[config.mk]
export PLATFORM = sky130hd
export DESIGN_NAME = mmio_led_pwm
export DESIGN_NICKNAME = d
export VERILOG_FILES = /design/src/rtl/mmio_led_pwm.sv
export SDC_FILE = /design/constraint.sdc
export NUM_CORES = 1
export LEC_CHECK = 0
export ABC_AREA = 1
export CAP_MARGIN = 20
export CORE_MARGIN = 1
export CORE_UTILIZATION = 45
export CTS_CLUSTER_DIAMETER = 60
export DETAILED_ROUTE_END_ITERATION = 10
export PLACE_DENSITY = 0.64
export SYNTH_ARGS = -nofsm -noshare
export SYNTH_HDL_FRONTEND = slang
export SYNTH_SLANG_ARGS = --single-unit
[constraint.sdc]
create_clock -name clk -period 3.7 [get_ports clk]
set_input_delay 0.74 -clock clk [delete_from_list [all_inputs] [get_ports clk]]
set_output_delay 0.74 -clock clk [all_outputs]
set_load 0.02 [all_outputs]
[src/rtl/mmio_led_pwm.sv]
`default_nettype none
// +--------------------------------------------------------------------------+
// | mmio_led_pwm                                                             |
// | Memory-mapped multi-channel LED PWM controller on the 8-bit CPU bus:     |
// | per-channel enable, frame-synchronous duty shadowing, shared prescaler.  |
// | Optional blink engine built only when LED_PWM_BLINK_EN is defined.       |
// | Revision: 1.0 - initial release                                          |
// +--------------------------------------------------------------------------+
module mmio_led_pwm #(
  parameter int unsigned CHANNELS  = 3,
  parameter int unsigned PWM_BITS  = 8,
  parameter logic [7:0]  BASE_ADDR = 8'd128
) (
  input  logic                clk,
  input  logic                rst,
  input  logic                write,
  input  logic                read,
  input  logic [7:0]          address,
  input  logic [7:0]          wdata,
  output logic [7:0]          rdata,
  output logic [CHANNELS-1:0] led_n
);

  localparam logic [7:0]          OFF_CTRL     = 8'd0;
  localparam logic [7:0]          OFF_PRESCALE = 8'd1;
  localparam logic [7:0]          OFF_DUTY0    = 8'd3;
  localparam logic [PWM_BITS-1:0] DUTY_MAX     = '1;

  // Address decode
  logic [7:0] offset;
  logic       in_window;
  logic       wr_ctrl;
  logic       wr_prescale;

  assign offset      = address - BASE_ADDR;
  assign in_window   = (address >= BASE_ADDR);
  assign wr_ctrl     = write && in_window && (offset == OFF_CTRL);
  assign wr_prescale = write && in_window && (offset == OFF_PRESCALE);

  // Register state
  logic [CHANNELS-1:0] ctrl_q,     ctrl_d;
  logic [7:0]          prescale_q, prescale_d;
  logic [7:0]          pre_cnt_q,  pre_cnt_d;
  logic [PWM_BITS-1:0] pwm_cnt_q,  pwm_cnt_d;
  logic [PWM_BITS-1:0] shadow_q [CHANNELS];
  logic [PWM_BITS-1:0] shadow_d [CHANNELS];
  logic [PWM_BITS-1:0] active_q [CHANNELS];
  logic [PWM_BITS-1:0] active_d [CHANNELS];
  logic [CHANNELS-1:0] led_n_q,    led_n_d;
  logic [7:0]          rdata_q,    rdata_d;
  logic [7:0]          rd_val;

  logic tick;
  logic frame_wrap;
  logic blink_visible;

  assign tick       = (pre_cnt_q == prescale_q);
  assign frame_wrap = tick && (pwm_cnt_q == DUTY_MAX);

`ifdef LED_PWM_BLINK_EN
  localparam logic [7:0] OFF_BLINK = 8'd2;

  logic       wr_blink;
  logic [7:0] blink_q,     blink_d;
  logic [6:0] frame_cnt_q, frame_cnt_d;
  logic       phase_q,     phase_d;

  assign wr_blink = write && in_window && (offset == OFF_BLINK);

  always_comb begin
    blink_d     = blink_q;
    frame_cnt_d = frame_cnt_q;
    phase_d     = phase_q;
    if (wr_blink) begin
      blink_d     = wdata;
      frame_cnt_d = 7'd0;
      phase_d     = 1'b0;
    end else if (blink_q[7] && frame_wrap) begin
      if (frame_cnt_q == blink_q[6:0]) begin
        frame_cnt_d = 7'd0;
        phase_d     = ~phase_q;
      end else begin
        frame_cnt_d = frame_cnt_q + 7'd1;
      end
    end
  end

  always_ff @(posedge clk) begin
    if (rst) begin
      blink_q     <= 8'd0;
      frame_cnt_q <= 7'd0;
      phase_q     <= 1'b0;
    end else begin
      blink_q     <= blink_d;
      frame_cnt_q <= frame_cnt_d;
      phase_q     <= phase_d;
    end
  end

  // Phase 1 blanks every channel, but only while blinking is enabled
  assign blink_visible = !(blink_q[7] && phase_q);
`else
  assign blink_visible = 1'b1;
`endif

  // Control registers, prescaler, PWM counter and per-channel outputs
  always_comb begin
    ctrl_d     = ctrl_q;
    prescale_d = prescale_q;
    pre_cnt_d  = pre_cnt_q;
    pwm_cnt_d  = pwm_cnt_q;
    led_n_d    = led_n_q;

    if (wr_ctrl) begin
      ctrl_d = wdata[CHANNELS-1:0];
    end
    if (wr_prescale) begin
      prescale_d = wdata;
    end

    if (tick || wr_prescale) begin
      pre_cnt_d = 8'd0;
    end else begin
      pre_cnt_d = pre_cnt_q + 8'd1;
    end

    if (tick) begin
      pwm_cnt_d = pwm_cnt_q + 1'b1;
    end

    for (int i = 0; i < int'(CHANNELS); i++) begin
      shadow_d[i] = shadow_q[i];
      active_d[i] = active_q[i];
      if (write && in_window && (offset == OFF_DUTY0 + 8'(i))) begin
        shadow_d[i] = wdata[PWM_BITS-1:0];
      end
      // Old shadow is taken, so a write on the boundary cycle waits a frame
      if (frame_wrap) begin
        active_d[i] = shadow_q[i];
      end
      led_n_d[i] = ~(ctrl_q[i] &&
                     ((active_q[i] == DUTY_MAX) || (pwm_cnt_q < active_q[i])) &&
                     blink_visible);
    end
  end

  // Read path
  always_comb begin
    rd_val = 8'd0;
    if (in_window) begin
      if (offset == OFF_CTRL) begin
        rd_val = 8'(ctrl_q);
      end
      if (offset == OFF_PRESCALE) begin
        rd_val = prescale_q;
      end
`ifdef LED_PWM_BLINK_EN
      if (offset == OFF_BLINK) begin
        rd_val = blink_q;
      end
`endif
      for (int i = 0; i < int'(CHANNELS); i++) begin
        if (offset == OFF_DUTY0 + 8'(i)) begin
          rd_val = 8'(shadow_q[i]);
        end
      end
    end
    // A colliding write wins; the read returns 0
    rdata_d = (read && !write) ? rd_val : 8'd0;
  end

  always_ff @(posedge clk) begin
    if (rst) begin
      ctrl_q     <= '0;
      prescale_q <= 8'd0;
      pre_cnt_q  <= 8'd0;
      pwm_cnt_q  <= '0;
      led_n_q    <= '1;
      rdata_q    <= 8'd0;
      for (int i = 0; i < int'(CHANNELS); i++) begin
        shadow_q[i] <= DUTY_MAX;
        active_q[i] <= DUTY_MAX;
      end
    end else begin
      ctrl_q     <= ctrl_d;
      prescale_q <= prescale_d;
      pre_cnt_q  <= pre_cnt_d;
      pwm_cnt_q  <= pwm_cnt_d;
      led_n_q    <= led_n_d;
      rdata_q    <= rdata_d;
      shadow_q   <= shadow_d;
      active_q   <= active_d;
    end
  end

  assign rdata = rdata_q;
  assign led_n = led_n_q;

endmodule
`default_nettype wire

# Word level (Yosys, flattened, before mapping)
# Cells that the tools add are included.
dict set report totals {
  input_bits 20
  ff_bits 86
  out_inout_bits 11
}
dict set report op_classes {
  n_bitwise 5
  n_addsub 3
  magnitude_cmp 4
  eq_ne 9
  muxes 5
  n_reduce_logical 19
}
# op count
set op_table {}
lappend op_table {{$eq 8x8->1 const B} 4}
lappend op_table {{$mux 8} 4}
lappend op_table {{$lt 8x8->1} 3}
lappend op_table {{$add 8x1->8 const B} 2}
lappend op_table {{$eq 8x3->1 const B} 2}
lappend op_table {{$logic_and 1x1->1} 11}
lappend op_table {{$eq 8x1->1 const B} 1}
lappend op_table {{$eq 8x2->1 const B} 1}
lappend op_table {{$eq 8x8->1} 1}
lappend op_table {{$ge 8x8->1 const B} 1}
lappend op_table {{$logic_not 8->1} 1}
lappend op_table {{$sub 8x8->8 const B} 1}
lappend op_table {{$not 1->1} 5}
lappend op_table {{$logic_or 1x1->1} 4}
lappend op_table {{$mux 3} 1}
lappend op_table {{$reduce_or 3->1} 1}
lappend op_table {{$reduce_or 2->1} 1}
lappend op_table {{$logic_not 1->1} 1}

# Logic depth before layout (Yosys ltp)
# Gate-level depths: netlist (run 1).
dict set report logic_depth {
  word_depth 7
  ltp_mapped 10
  mapped_depth_nobuf 10
}

# Least setup slack after synthesis (run 1)
# Ideal clock, no wire load.
dict set report synth_path {
  path_type {input to register}
  start {in address[6]}
  end {reg shadow_q[5] (netlist bit)}
  setup_slack_ns 1.982
  arrival_time_ns 1.572
  t_required_ns 3.554
  stages 9
  path_buffers 1
  cell_sequence {inv_1 > nand2_1 > nor2_1 > nand2_1 > nor2_4 > nand2_2 > buf_6 > nand2_1 > o211ai_2}
}
dict set report synth_via {
  elab_chain_cells 3
  elab_cells_between_ends 5
}
# item line
set synth_rtl {}
lappend synth_rtl {{from (decl)} 18} ;# input logic [7:0] address,
lappend synth_rtl {{$sub 8x8->8 or $ge 8x8->1 (tied branches)} {35, 36}}
lappend synth_rtl {{$eq 8x3->1 or $logic_and 1x1->1 (tied branches)} 134} ;# if (write && in_window && (offset == OFF_DUTY0 + 8'(i))) begin
lappend synth_rtl {{$logic_and 1x1->1 (*)} 134}
lappend synth_rtl {{to (signal assigned)} 191} ;# shadow_q <= shadow_d;
lappend synth_rtl {{to (decl)} 45} ;# logic [PWM_BITS-1:0] shadow_q [CHANNELS];
# Mark *: on every way between the ends. The rest lies on a longest branch, timed or not.
# A chain may end at the register's enable or synchronous reset.

# Worst setup path in the final report (run 1)
dict set report layout_path {
  start {in address[7]}
  end {reg prescale_q[4]}
}
dict set report layout_via {
  elab_chain_cells 3
  elab_cells_between_ends 5
}
# item line
set layout_rtl {}
lappend layout_rtl {{$sub 8x8->8 or $ge 8x8->1 (tied branches)} {35, 36}}
lappend layout_rtl {{$eq 8x1->1 or $logic_and 1x1->1 (tied branches)} 38} ;# assign wr_prescale = write && in_window && (offset == OFF_PRESCALE);
lappend layout_rtl {{$logic_and 1x1->1 (*)} 38}
lappend layout_rtl {{to (signal assigned)} 186} ;# prescale_q <= prescale_d;
lappend layout_rtl {{to (decl)} 42} ;# logic [7:0] prescale_q, prescale_d;
# Marked as above.

==> results.cfg, run 1 <==
[clock_network]
clock_sink_count = 86
clk_transition_reported_paths_ps = 80
cts.path.max_buffers = 2
insertion_delay_ps = 360
post-cts-setup-buffer-count = 0
cts_root_buffer = clkbuf_8
cts_tree = built
cts.repair.resized = 0
cts_buffers = 9
cts_hold_buf = 0
htreeDepth = 3

[worst_hold_path]
worst_hold_path.num_cells = 2
min_path_type = register to register

[critical_path]
crit_path_cells = clkdlybuf4s50_1 > nand2_1 > nor2_2 > buf_4 > nand3_2 > o21ai_0 > a21oi_1
timing_worst_setup_path_type = primary input to register
critPathRequiredTime_ps = 3940
timing.critical_path.slowest_cell_delay_ps = 500
depth_of_the_most_critical_reg_to_reg_path = 6
start_kind = primary input
critPathMaxFanout = 18
critical_path.slowest_cell = clkdlybuf4s50_1
cp_data_arrival_time_ps = 2710
end_kind = register

[detailed_routing]
detail_route.vias_per_cell = 5.02
postRouteAntennaNets = 0
wirelength_mm = 10.6
drt_iter0_drc = 113
drc = 0
wl_cell_um = 13.9
route.vias.total = 3828
firstDrtPassIters = 5

[global_routing]
grt_pass1_wl_mm = 17.8
grt_antenna_before_repair = 0
via_count_of_the_first_global_routing_pass = 3726
grt_overflow_total = 0
maximum_number_of_pins_on_one_net_before_global_route_repair = 29
grt_use_total_pct = 22.4

[placement]
hpwlAfterDp_mm = 8.18
detailedPlace.worstSlack_ps = 914
buffer_ports.inserted = 30
place.detailed.instances = 747
gpl.final_weighted_congestion = 0.861

[synthesis]
synth_fp_nets = 643
yosys_warnings = 0
syn_area_mm2 = 0.00451
synth_cells = 600
synthesis.area_per_instance_um2 = 7.52
synth-seq-area-share_pct = 38.2
synth.ff_latch_count = 86
synthDistinctLibCells = 30

[sta]
fin_tns_setup_ps = 0
finalCritPeriodShare_pct = 66.8
number_of_endpoints_with_negative_hold_slack_in_the_final_report = 0
setup_viol = 0
rsz_0062_raised_after_global_routing = no
timing_max_transition_violations_final = 0
setup_slack_ps = 1230
period_minus_slack_ps = 2470
max_slew_margin_pct = 44.6
fmax_ghz = 0.404
timing_worst_slew_pin_value_ps = 825
skew_ps = 5.87

[floorplanning]
rows = 36
die-height_um = 102
design.die.area_mm2 = 0.0104
floorplan.initialDensity_pct = 46.4
dieWidth_um = 102
num_io_pins = 31
core_mm2 = 0.00973

[finish]
final_core_util_pct = 52.7
flow.area_growth_from_synthesis_pct = 13.7
post_route_cells_drive_above_1_share_pct = 12.7
fin_cells = 763
antenna-diode-count = 0
layout.nets = 668

[run_status]
outcome = complete, no violations

[pwr]
power_mw = 1.84
static-leakage-power_nw = 2.57
power_density_mw_per_mm2 = 358
worst_voltage_drop_across_the_vdd_grid_v = 0.000215

[job]
cap_viol_max_count = 0
## metrics by stage
stage	cell area (um2)	hold slack, ps
final	5130	460
after global routing	5130	497
after CTS	5130	464
after detailed placement	4880	442
after global placement	4880	442
after floorplan	4510	429
## kinds of logic after synthesis
family / Yosys count / share of synthesized area [%]
AND/OR/NAND/NOR: 301 / 31.5
buffers and inverters: 100 / 9.54
flip-flops: 86 / 38.2
AO/OA/AOI/OAI: 81 / 12.6
adder cells (fa/ha/maj): 23 / 6.38
XOR/XNOR: 9 / 1.75
## final cells by class
cell class,instances,area (um2)
clock inverters,7,121
well taps,133,166
fillers,994,4600
flip-flops and latches,86,1720
multi-input cells,414,2360
inverters,80,303
repair buffers,34,330
clock buffers,9,124
## worst max-delay path: cells and delay by family
family	cells	cell delay, ps
buffers and inverters	2	810
AND/OR/NAND/NOR	3	770
AO/OA/AOI/OAI	2	380
## synth_stat cells
library cell  count  area share (%)
xor2_1            7             1.4
o211ai_2         21             5.8
inv_2            14             1.2
nand3_2           3            0.67
nand3_1          86             9.5
dfxtp_1          86              38
nand3b_1          3            0.50
nand3_4           1            0.39
ha_1             23             6.4
inv_4             1            0.14
buf_1             2            0.17
buf_4             2            0.33
nor2_1           41             3.4
nand2_1         135              11
nor2_4            7             1.7
a21oi_1          29             3.2
nand4_1           6            0.83
xnor2_1           2            0.39
clkbuf_1          5            0.42
nor2_8            2            0.89
nor3_1            2            0.22
o21ai_0          18             2.0
o21a_1            3            0.50
nand2_2           6            0.83
nor4_1            6            0.83
nor2_2            3            0.42
buf_6             5             1.2
o21ai_1          10             1.1
inv_1            65             5.4
buf_2             6            0.67
## path summary, 6_finish.rpt
path	slack, ps	to	from
hold / removal	460	active_q[12]	active_q[12]
setup / recovery	1230	prescale_q[4]	address[7]
hold reg to reg	460	active_q[12]	active_q[12]
setup reg to reg	1590	active_q[6]	pwm_cnt_q[0]
## routing by layer
layer	track usage, %	up-vias	routed length (um)
met5	0	-	0
met4	6.81	0	97
met3	3.56	8	301
met2	38.9	48	5150
met1	28.6	1755	5060
li1	-	2017	-
## registers in the layout, summed over array words and instances, names as in the netlist
signal      flops
active_q       24
shadow_q       24
led_n           3
rdata           8
pwm_cnt_q       8
prescale_q      8
ctrl_q          3
pre_cnt_q       8
## where the power goes
group / switching (mW) / leakage (nW) / internal, mW
Clock: 0.350 / 0.124 / 0.452
Combinational: 0.0601 / 1.75 / 0.0370
Sequential: 0.00891 / 0.695 / 0.929
## cells in the final DEF, fill, tap and decap left out, types with 7 or more instances in the layout
cell and count:
clkbuf_8 9, nor2_4 7, dfxtp_1 86, xor2_1 7
o211ai_2 21, nand2_1 135, a21oi_1 29, o21ai_1 10
inv_1 64, clkdlybuf4s50_1 30, o21ai_0 18, nand3_1 86
nor2_1 40, inv_2 15, ha_1 23
No activity file was read; power rests on OpenSTA's default activity.
==> inputs of run 2 (changes only) <==
==> constraint.sdc (replaced) <==
create_clock -name clk -period 2.5 [get_ports clk]
set_input_delay 0.5 -clock clk [delete_from_list [all_inputs] [get_ports clk]]
set_output_delay 0.5 -clock clk [all_outputs]
set_load 0.02 [all_outputs]
==> run 2 against run 1 <==
Net effect: sequential share of layout area up 0.11 points; hold slack better by 3.6 ps; count of clock-buffer cells in the layout up 1; sequential power up 48%; via count up 2.0%; final cell count up 0.13%; die area unchanged; highest routed layer unchanged.
==> results.cfg, run 2 (synthesis results as in run 1) <==
[run_status]
outcome = complete, no violations

[sta]
max_slew_margin_pct = 74.2
rsz_0062_raised_after_global_routing = no
finalCritPeriodShare_pct = 77.4
final.hold.worst_slack_ps = 464
timing_max_transition_violations_final = 0
timing_worst_slew_pin_value_ps = 386
fin_tns_setup_ps = 0
number_of_endpoints_with_negative_hold_slack_in_the_final_report = 0
fmax_ghz = 0.517
period_minus_slack_ps = 1930
skew_ps = 9.45
setup_viol = 0

[critical_path]
critical_path.slowest_cell = clkdlybuf4s50_1
start_kind = primary input
cp_common_cell = nand2_1
crit_path_cells = clkdlybuf4s50_1 > nand2_1 > nor2_2 > buf_4 > nand3_2 > nand2_1 > o211ai_2
end_kind = register
cp_data_arrival_time_ps = 2170
critical_path_buf_inv_count = 2
timing_worst_setup_path_type = primary input to register
critPathRequiredTime_ps = 2730
cp_top_family = buffers and inverters
timing.critical_path.slowest_cell_delay_ps = 500
critPathMaxFanout = 28

[floorplanning]
rows = 36
die-height_um = 102
floorplan.initialDensity_pct = 46.4
core_mm2 = 0.00973
num_io_pins = 31
dieWidth_um = 102
design.die.area_mm2 = 0.0104

[finish]
registers_with_the_highest_flip_flop_counts = active_q (24), shadow_q (24)
num-fill-cells = 1016
flow.area_growth_from_synthesis_pct = 13.3
fin_cells = 764
layout.nets = 669
final_cell_mix = nand2_1, nand3_1, dfxtp_1, inv_1, nor2_1
post_route_cells_drive_above_1_share_pct = 12.8
leading_cell_type_in_the_layout_fill_and_taps_excluded = nand2_1
final_instance_area_mm2 = 0.00511
antenna-diode-count = 0

[detailed_routing]
firstDrtPassIters = 4
route.vias.total = 3906
wirelength_mm = 10.4
drt_iter0_drc = 133
postRouteAntennaNets = 0
wl_cell_um = 13.7
drc = 0
detail_route.vias_per_cell = 5.11

[clock_network]
cts_tree = built
insertion_delay_ps = 360
cts_root_buffer = clkbuf_8
cts_buffers = 9
post-cts-setup-buffer-count = 0
htreeDepth = 3
cts_hold_buf = 0
clk_transition_reported_paths_ps = 90
cts.path.max_buffers = 2
clock_sink_count = 86
cts.repair.resized = 0

[global_routing]
maximum_number_of_pins_on_one_net_before_global_route_repair = 43
grt_use_total_pct = 21.8
groute.layer.met1.usage_pct = 28.2
groute.layer.met2.usage_pct = 36.8
grt.met3_usage_pct = 3.56
grt_antenna_before_repair = 0
grt_overflow_total = 0
top_usage_layer = met2
grt_pass1_wl_mm = 17.4
via_count_of_the_first_global_routing_pass = 3721

[placement]
buffer_ports.inserted = 30
gpl.final_weighted_congestion = 0.814
hpwlAfterDp_mm = 7.87
place.detailed.instances = 748
placed_instance_area_mm2 = 0.00490

[job]
cap_viol_max_count = 0

[pwr]
worst_voltage_drop_across_the_vdd_grid_v = 0.000276
sw_frac_of_total_pct = 24.6
p_switching_uw = 627
power_frac_seq_pct = 54.4
power_density_mw_per_mm2 = 499
pwr-share-clk_pct = 39.9
static-leakage-power_nw = 2.56
internal_power_consumption_mw = 1.93
combinationalPowerShare_pct = 5.7

[worst_hold_path]
min_path_type = register to register
run 2: cell count changes in the layout (fill, tap and decap cells not counted), sizes merged:
cell      before  now
buf            4    5
bufinv         3    1
clkbuf         9   10
clkinvlp       0    2
inv           81   80
run 2: path summary, 6_finish.rpt:
check	startpoint	end	slack (ps)	cells past startpoint
worst max register to register	pwm_cnt_q[0]	active_q[5]	730	6
worst min-delay path	active_q[12]	active_q[12]	460	2
worst max-delay path	address[7]	shadow_q[22]	570	7
worst min register to register	active_q[12]	active_q[12]	460	2
run 2: final cells by class:
type	instances	area (um2)	share of cell area, %
clock inverters	6	71.3	1.40
inverters	80	303	5.92
repair buffers	35	350	6.85
well taps	133	166	3.26
clock buffers	10	138	2.69
flip-flops and latches	86	1720	33.7
multi-input cells	414	2360	46.2
run 2: power by group through the flow:
stage	sequential, mW	clock (mW)	combinational, mW
after floorplan	1.42	0	0.0837
after global placement	1.42	0	0.143
after detailed placement	1.42	0	0.145
after CTS	1.39	1.04	0.146
after global routing	1.39	1.10	0.161
final	1.39	1.02	0.145
run 2: worst reg2reg max path: stages (launching register included):
cell	delay [ps]
dfxtp_1	520
ha_1	260
nand3_1	180
nor2_4	190
buf_4	270
nand3_1	170
nand3_1	120
run 2: routing by layer:
metal	vias up	wire (um)
met4	0	187
met1	1810	4890
met3	19	397
li1	2011	-
met2	66	4960
met5	-	0
run 2: per-stage QoR:
stage                     total power [mW]  setup slack, ps  utilization [%]
after floorplan                       1.50             1010                -
after global placement                1.56              279             50.4
after detailed placement              1.57              228             50.4
after CTS                             2.57              609             52.5
after global routing                  2.66              442             52.5
final                                 2.55              566             52.5
